$ cat config.mk
export PLATFORM = sky130hd
export DESIGN_NAME = load_store_unit
export DESIGN_NICKNAME = d
export VERILOG_FILES = /design/src/rtl/load_store_unit.sv
export SDC_FILE = /design/constraint.sdc
export NUM_CORES = 1
export LEC_CHECK = 0
export BUFFER_PORTS_ARGS = -buffer_cell sky130_fd_sc_hd__buf_4
export CORE_AREA = 2 2 81 83
export CTS_CLUSTER_DIAMETER = 60
export DETAILED_ROUTE_END_ITERATION = 6
export DIE_AREA = 0 0 83 85
export PLACE_DENSITY = 0.73
export SLEW_MARGIN = 20
export SYNTH_ARGS = -nofsm -noshare
export SYNTH_HDL_FRONTEND = slang
export SYNTH_SLANG_ARGS = --single-unit
$ cat constraint.sdc
create_clock -name clk_i -period 2.6 [get_ports clk_i]
set_input_delay 0.26 -clock clk_i [delete_from_list [all_inputs] [get_ports clk_i]]
set_output_delay 0.26 -clock clk_i [all_outputs]
set_load 0.01 [all_outputs]
$ cat src/rtl/load_store_unit.sv
// Load/store unit between the core data port and a word-addressed data memory.
// Latency: at least 2 cycles per access (the first cycle always stalls), then it follows mem_ready_i.
// Backpressure: core_stall_o holds the core until the memory signals ready; dropping core_req_i aborts.
//
// Ports:
//   clk_i, rst_i                 clock, asynchronous active-high reset
//   core_req_i/we/size/addr/wd   core request (funct3 size encoding), held while stalled
//   core_rd_o, core_stall_o      extended load data, stall back to the core
//   mem_req/we/be/addr/wd_o      memory request with byte enables and lane-replicated write data
//   mem_rd_i, mem_ready_i        memory read word and completion strobe
module load_store_unit (
    input  logic        clk_i,
    input  logic        rst_i,
    input  logic        core_req_i,
    input  logic        core_we_i,
    input  logic [2:0]  core_size_i,
    input  logic [31:0] core_addr_i,
    input  logic [31:0] core_wd_i,
    output logic [31:0] core_rd_o,
    output logic        core_stall_o,
    output logic        mem_req_o,
    output logic        mem_we_o,
    output logic [3:0]  mem_be_o,
    output logic [31:0] mem_addr_o,
    output logic [31:0] mem_wd_o,
    input  logic [31:0] mem_rd_i,
    input  logic        mem_ready_i
);

    typedef enum logic {
        IDLE = 1'b0,
        WAIT = 1'b1
    } state_t;

    state_t      r_state;
    state_t      w_state_nxt;
    logic        w_done;
    logic [3:0]  w_be;
    logic [31:0] w_wd;
    logic [31:0] w_rd;
    logic [7:0]  w_byte;
    logic [15:0] w_half;

    always_ff @(posedge clk_i or posedge rst_i) begin
        if (rst_i) begin
            r_state <= IDLE;
        end else begin
            r_state <= w_state_nxt;
        end
    end

    // mem_ready_i only counts once the request has been registered in WAIT,
    // which forces every access to spend its first cycle stalled.
    always_comb begin
        w_state_nxt = r_state;
        case (r_state)
            IDLE: if (core_req_i) w_state_nxt = WAIT;
            WAIT: if (!core_req_i || mem_ready_i) w_state_nxt = IDLE;
            default: w_state_nxt = IDLE;
        endcase
    end

    assign w_done = (r_state == WAIT) && mem_ready_i;

    // Byte enables; unsupported sizes get no lanes but still handshake.
    always_comb begin
        w_be = 4'b0000;
        case (core_size_i)
            3'd0, 3'd4: w_be = 4'b0001 << core_addr_i[1:0];
            3'd1, 3'd5: w_be = 4'b0011 << {core_addr_i[1], 1'b0};
            3'd2:       w_be = 4'b1111;
            default:    w_be = 4'b0000;
        endcase
    end

    // Store data is replicated across all lanes so the byte enables alone pick the target.
    always_comb begin
        w_wd = core_wd_i;
        case (core_size_i[1:0])
            2'd0:    w_wd = {4{core_wd_i[7:0]}};
            2'd1:    w_wd = {2{core_wd_i[15:0]}};
            default: w_wd = core_wd_i;
        endcase
    end

    // Load lane extraction; word loads ignore addr[1:0], halfword loads ignore addr[0].
    always_comb begin
        w_byte = mem_rd_i[7:0];
        case (core_addr_i[1:0])
            2'd0: w_byte = mem_rd_i[7:0];
            2'd1: w_byte = mem_rd_i[15:8];
            2'd2: w_byte = mem_rd_i[23:16];
            2'd3: w_byte = mem_rd_i[31:24];
            default: w_byte = mem_rd_i[7:0];
        endcase
    end

    assign w_half = core_addr_i[1] ? mem_rd_i[31:16] : mem_rd_i[15:0];

    always_comb begin
        w_rd = 32'h0;
        case (core_size_i)
            3'd0:    w_rd = {{24{w_byte[7]}}, w_byte};
            3'd4:    w_rd = {24'h0, w_byte};
            3'd1:    w_rd = {{16{w_half[15]}}, w_half};
            3'd5:    w_rd = {16'h0, w_half};
            3'd2:    w_rd = mem_rd_i;
            default: w_rd = 32'h0;
        endcase
    end

    // Memory-side outputs are gated by core_req_i so an idle or aborted port shows all zeros.
    assign core_stall_o = core_req_i && !w_done;
    assign core_rd_o    = w_rd;
    assign mem_req_o    = core_req_i;
    assign mem_we_o     = core_req_i && core_we_i;
    assign mem_be_o     = core_req_i ? w_be : 4'b0000;
    assign mem_addr_o   = core_req_i ? core_addr_i : 32'h0;
    assign mem_wd_o     = core_req_i ? w_wd : 32'h0;

endmodule
==> metrics.md, run 1 <==
| Metric | Value |
|---|---|
| Gate power share | `97.2%` |
| DR iter-0 viols | `87` |
| Final setup violation count | `0` |
| P_int | `0.0003490 W` |
| Horiz. Die Dim | `83 um` |
| Finished Layout Cells | `515` |
| Seq/Total Area, Yosys | `1.384%` |
| Global route overflow | `0` |
| Post-CTS sizing | `0` |
| Setup TNS | `0 ns` |
| Hold Crit Class | `in -> async` |
| Status | `completed` |
| GRT Util Overall | `21.67%` |
| Routability cong. | `0.9019` |
| Post-CTS Setup Bufs | `0` |
| Leak | `1.802 nW` |
| Final ANT Viol Nets | `0` |
| Dpl hpwl | `7042 um` |
| First-pass GRT wire length | `12760 um` |
| Max FFs per register | `1` |
| Synthesized area per cell | `7.035 um2` |
| Startpoint Class | `input port` |
| Top cells by area, synth | `and2_1 (14%), mux2i_1 (13%), o211ai_2 (6.9%), nand2_1 (5.6%), nand3_1 (5.3%)` |
| Unique masters post-synth | `41` |
| Initial core utilization | `29.14%` |
| Drt drc | `0` |
| Pin count of the biggest net entering global routing | `73` |
| Worst Reg-to-Reg Cells | `1` |
| Die ar. | `7055 um2` |
| Vias per std cell | `5.128` |
| Clock power share | `0%` |
| CP Data Required Time | `2.34 ns` |
| Initial antenna violation count | `0` |
| Final slew viol count | `0` |
| CTS clk-pin slew, worst paths | `0 ns` |
| Post-CTS Hold Fix Bufs | `0` |
| Skew-Pair Late Insertion Delay | `0 ns` |
| Ant. Diodes | `0` |
| Sw Share | `44.50%` |
| Synthesized instance count | `257` |
| Cell Area, Synth | `1808 um2` |
| CP arrival | `1.75 ns` |
| Minimum clock period | `2.012 ns` |
| DRT Pass-1 Iters | `4` |
| Fill cells | `617` |
| Power share of the sequential group | `2.8%` |
| Fmax | `497.1 MHz` |
| Max cap viols | `0` |
| Routed len/inst | `16.35 um` |
| Num ports | `207` |
| Slew at the pin closest to its max-slew limit | `0.6150 ns` |
| Vias | `2641` |
| P_sw | `0.0002799 W` |
| Rows | `29` |
| Crit Path Class | `in -> out` |
| Top Registers | `r_state: 1 flops` |
| Final WL | `8419 um` |
| Share of cells above drive strength 1 | `54.11%` |
| Tcrit/Tclk final | `77.38%` |
| Maximum vdd drop | `0.1019 mV` |
| Synth area leader | `and2_1` |
| RSZ-0062 raised after global routing | `false` |
| Die H | `85 um` |
| Area grow syn2layout | `83.04%` |
| Worst Skew | `0 ns` |
| Port Buf Inserts | `206` |
| Ys Warns | `0` |
| Net Count, Synth | `361` |
| Cell count after placement | `515` |
| Slew HR | `58.91%` |
| Placeable Area | `6205 um2` |
| Nets | `544` |
| Final Hold Viols | `0` |
| Biggest register | `r_state` |
| Flops & latches, synth | `1` |
| Pwr Density | `190.1 nW/um2` |
| Crit end category | `primary output` |
| Vias in the first global route | `2509` |
| Post-synth top area share | `14.19%` |
| Crit path max fanout | `45` |
## power by group through the flow
| stage | registers [W] | logic, W | clock network [W] |
|---|---|---|---|
| 3_5_place_dp | 0.0000173 | 0.000615 | 0 |
| 3_3_place_gp | 0.0000173 | 0.000607 | 0 |
| 2_1_floorplan | 0.0000172 | 0.000291 | 0 |
| 4_1_cts | 0.0000173 | 0.000616 | 0 |
| 6_report | 0.0000174 | 0.000612 | 0 |
| 5_1_grt | 0.0000176 | 0.000657 | 0 |
## per-stage QoR
step	worst slack [ns]	cell area, um2	hold WS (ns)	utilization [%]	power, W
after floorplan	1.074	1808	-0.01129	-	0.0003087
after global placement	0.6224	3309	0.1070	53.34	0.0006241
after detailed placement	0.5795	3309	0.1098	53.34	0.0006319
after CTS	0.5795	3309	0.1098	53.34	0.0006330
after global routing	0.4428	3309	0.1205	53.34	0.0006750
final	0.5882	3309	0.1083	53.34	0.0006290
## worst max-delay path, cell delays in order
cell and delay [ns]:
buf_4 0.41, and2b_1 0.27, a22oi_4 0.17, buf_4 0.30, o21ai_0 0.14, buf_4 0.18
## cell families (layout without fill, tap and decap cells)
family | count (synthesis) | in the layout | share of synthesized area, %
compound gates | 66 | 66 | 31.83
flops | 1 | 1 | 1.384
simple gates | 114 | 114 | 34.26
mux | 33 | 33 | 19.52
buf+inv | 43 | 224 | 13.01
## Yosys cell counts
library cell	number
o21ai_1	1
or2_2	1
buf_12	1
nand2_1	27
o211a_1	8
o21a_1	4
o211ai_1	6
o221ai_1	4
a221oi_1	1
and2_1	41
buf_4	6
buf_1	1
nand2b_4	1
nor3b_1	1
o211ai_2	10
a21boi_0	10
a222oi_1	3
mux4_2	1
nor2b_1	12
o22ai_1	1
nor3_1	4
a22oi_1	6
a2bb2oi_2	1
nand3_1	19
o21ai_0	8
or2_1	1
dfrtp_1	1
mux2i_1	24
buf_6	3
or3_1	1
mux2_2	8
buf_2	10
a22oi_4	1
nor2_1	3
clkbuf_1	11
inv_1	11
nor2_2	1
and3_1	1
and2b_1	1
a21oi_1	1
o2bb2ai_1	1
## cell usage in the layout (no fill, tap or decap), types with 3 or more instances in the layout
cell      netlist  final
o221ai_1        4      4
o21a_1          4      4
buf_4           6    213
nand3_1        19     19
o211ai_2       10     10
a222oi_1        3      3
mux2i_1        24     24
inv_1          11     11
nand2_1        27     27
and2_1         41     41
nor2b_1        12     12
a22oi_1         6      6
mux2_2          8      8
a21boi_0       10     10
nor2_1          3      3
o211a_1         8      8
nor3_1          4      4
o21ai_0         8      8
o211ai_1        6      6
## cell type report
class,count,area [um2],share of cell area (%)
repair buffers,213,1599,48.32
well taps,77,96.34,2.911
flip-flops and latches,1,25.02,0.7561
multi-input cells,213,1548,46.77
inverters,11,41.29,1.248
## routing by layer
| metal | vias up | share of wire, % | track usage (%) |
|---|---|---|---|
| met4 | 0 | 1.9 | 4.173 |
| met5 | - | 0 | 0 |
| li1 | 1277 | - | - |
| met3 | 12 | 10 | 6.226 |
| met1 | 1190 | 36 | 23.06 |
| met2 | 162 | 52 | 42.45 |
## final timing paths
kind	from	to	slack, ns
hold reg to reg	r_state	r_state	0.46
hold / removal	rst_i	r_state	0.11
max in group asynchronous	rst_i	r_state	2.40
setup / recovery	core_size_i[1]	core_rd_o[12]	0.59
min in group clk_i	r_state	r_state	0.46
setup reg to reg	r_state	r_state	1.98
Power figures use the tool's default switching activity.
==> run 2: changes to the inputs <==
- ABC_AREA: default -> 1
- PLACE_DENSITY: 0.73 -> 0.72
- clock period: 2.6 -> 1.8 ns (I/O delays scaled with it)
==> metrics.md, run 2 <==
| Metric | Value |
|---|---|
| Status | `completed` |
| RSZ-0062 raised after global routing | `false` |
| Dpl hpwl | `6666 um (-5.3%)` |
| Slew HR | `68.78% (+9.9 points)` |
| Max FFs per register | `1 (unchanged)` |
| CP Data Required Time | `1.62 ns (-0.72 ns)` |
| Post-synth top area share | `26.04% (+12 points)` |
| Top Registers | `r_state: 1 flops` |
| Final Hold Viols | `0 (unchanged)` |
| Vias in the first global route | `2482 (-1.1%)` |
| Rows | `29 (unchanged)` |
| Worst Reg-to-Reg Cells | `1 (unchanged)` |
| Drt drc | `0 (unchanged)` |
| Post-CTS Hold Fix Bufs | `0 (unchanged)` |
| Area grow syn2layout | `95.23%` |
| Vias per std cell | `4.532 (-12%)` |
| Initial antenna violation count | `0 (unchanged)` |
| Global route overflow | `0 (unchanged)` |
| Final ANT Viol Nets | `0 (unchanged)` |
| Minimum clock period | `1.541 ns` |
| Biggest register | `r_state` |
| Fin Hold WS | `0.02512 ns (-0.08319 ns)` |
| Reg2reg start | `r_state` |
| Synth cell count leaders | `nand2_1 (111), inv_1 (63), nor2_1 (55)` |
| Fill cells | `643 (+4.2%)` |
| Seq/Total Area, Yosys | `1.564% (+0.18 points)` |
| Worst Skew | `0 ns (unchanged)` |
| CTS clk-pin slew, worst paths | `0 ns (unchanged)` |
| Cell with the most instances after synthesis | `nand2_1` |
| Unique masters post-synth | `24 (-41%)` |
| Vias | `2792 (+5.7%)` |
| Routed len/inst | `12.94 um (-21%)` |
| Horiz. Die Dim | `83 um (unchanged)` |
| First-pass GRT wire length | `12090 um (-5.3%)` |
| Die ar. | `7055 um2 (unchanged)` |
| Num ports | `207 (unchanged)` |
| Tcrit/Tclk final | `85.61%` |
| Commonest non-fill, non-tap cells in the layout | `buf_4 (210), nand2_1 (111), inv_1 (63)` |
| Main combinational cell family by area after synthesis | `simple AND/OR/NAND/NOR gates` |
| Nets | `645 (+19%)` |
| Startpoint Class | `input port` |
| Ys flop type | `dfrtp_1` |
| Post-synth EDFFs | `0 (unchanged)` |
| Delay of the slowest critical-path stage | `0.37 ns (-0.04 ns)` |
| CP arrival | `1.36 ns (-0.39 ns)` |
| Synthesized area per cell | `4.585 um2 (-35%)` |
| Crit path max fanout | `13 (-71%)` |
| Slew at the pin closest to its max-slew limit | `0.4672 ns (-0.1479 ns)` |
| Final WL | `7971 um (-5.3%)` |
| R2r setup slk | `1.23 ns (-0.75 ns)` |
| CP dominant cell by count | `buf_4` |
| Critical path destination | `mem_wd_o[15]` |
| Async SR Flop Fraction | `100.0% (unchanged)` |
| Placeable Area | `6205 um2 (unchanged)` |
| Final slew viol count | `0 (unchanged)` |
| Crit. Startpoint | `core_size_i[1]` |
| Hold Crit Class | `in -> async` |
| Crit Path Class | `in -> out` |
| Pwr Density | `279.4 nW/um2 (+47%)` |
| FF-to-FF End | `r_state` |
| Fmax | `648.9 MHz` |
| DR iter-0 viols | `183 (+110%)` |
| Post-CTS Setup Bufs | `0 (unchanged)` |
| Synthesized instance count | `349 (+36%)` |
| Skew-Pair Late Insertion Delay | `0 ns (unchanged)` |
| Crit end category | `primary output` |
| Synth Area in Adders | `0% (unchanged)` |
| Mux share of post-synthesis cell area | `0% (-20 points)` |
| Final instance area | `3124 um2 (-5.6%)` |
| Routability cong. | `0.9297 (+3.1%)` |
| Slowest cell on crit path | `nand2_1` |
| Post-synthesis compound-gate area fraction | `21.27% (-11 points)` |
| GRT Util Overall | `20.30% (-1.4 points)` |
| Setup TNS | `0 ns (unchanged)` |
| DRT Pass-1 Iters | `5 (+1)` |
| Cell Area, Synth | `1600 um2 (-11%)` |
| Final setup violation count | `0 (unchanged)` |
| Pin count of the biggest net entering global routing | `40 (-45%)` |
| Most common cell after layout, fill and taps aside | `buf_4` |
| Area of the multi-input gates | `1154 um2 (-25%)` |
| Maximum vdd drop | `0.1801 mV (+77%)` |
| Die H | `85 um (unchanged)` |
| Net Count, Synth | `453 (+25%)` |
| Synth area leader | `nand2_1` |
| Post-Route Utilization | `50.35% (-3.0 points)` |
| Post-CTS sizing | `0 (unchanged)` |
| Share of cells above drive strength 1 | `41.74% (-12 points)` |
| Max cap viols | `0 (unchanged)` |
| Port Buf Inserts | `206 (unchanged)` |
| Flops & latches, synth | `1 (unchanged)` |
| Simple-gate share of the synthesized area | `50.82% (+17 points)` |
| Ant. Diodes | `0 (unchanged)` |
| Reg area | `25.02 um2 (unchanged)` |
| Dpl cell area | `3124 um2 (-5.6%)` |
| Ys Warns | `0 (unchanged)` |
| Crit path cell chain | `buf_4 > inv_2 > nand2_1 > o22ai_1 > nor3_1 > buf_4` |
| Xor/xnor share of the synthesized area | `0% (unchanged)` |
| Leak | `2.124 nW (+18%)` |
| Initial core utilization | `25.79% (-3.3 points)` |
| Top cells by area, synth | `nand2_1 (26%), inv_1 (15%), nor2_1 (13%), a21oi_1 (7.8%), o21ai_0 (5.3%)` |
[run 2: metrics by stage]
| stage | power [W] | setup WS [ns] | cells |
|---|---|---|---|
| after floorplan | 0.0003998 | 0.6319 | 349 |
| after global placement | 0.0008697 | 0.2959 | 616 |
| after detailed placement | 0.0008724 | 0.2743 | 616 |
| after CTS | 0.0008758 | 0.2662 | 616 |
| after global routing | 0.0009511 | 0.09168 | 616 |
| final | 0.0008729 | 0.2590 | 616 |
[run 2: power by group]
group	switching (W)	leakage [nW]	internal, W
Clock	0	0	0
Combinational	0.000417	2.11	0.000431
Sequential	0.000000870	0.0122	0.0000244
Total	0.000418	2.12	0.000455
[run 2: critical path, delay by kind of cell]
kind	cells	cell delay, ns
AO/OA/AOI/OAI	1	0.16
buffers and inverters	3	0.48
AND/OR/NAND/NOR	2	0.53
[run 2: final cells by class]
| cell class | count | share of cell area [%] |
|---|---|---|
| multi-input combinational | 258 | 36.92 |
| tap | 77 | 3.084 |
| timing repair buffer | 210 | 50.46 |
| inverter | 70 | 8.730 |
| sequential | 1 | 0.8010 |
[run 2: kinds of logic (layout without fill, tap and decap cells)]
logic type | count (synthesis) | after routing
AO/OA/AOI/OAI | 64 | 64
flip-flops | 1 | 1
buffers and inverters | 90 | 280
AND/OR/NAND/NOR | 194 | 194
[run 2: routing by layer]
layer  vias to the layer above  GRT usage (%)  share of wire (%)
met5                         -              0                  0
met4                         0          4.471                2.3
met3                        16          3.016                8.2
met2                       154          37.39                 50
met1                      1183          24.96                 39
li1                       1439              -                  -
[run 2: how the worst min path moves through the flow]
stage / slack, ns / start / end
detailed placement: 0.03 / rst_i / r_state
floorplan: -0.09 / rst_i / r_state
finish: 0.03 / rst_i / r_state
global route: 0.04 / rst_i / r_state
global placement: 0.03 / rst_i / r_state
CTS: 0.03 / rst_i / r_state
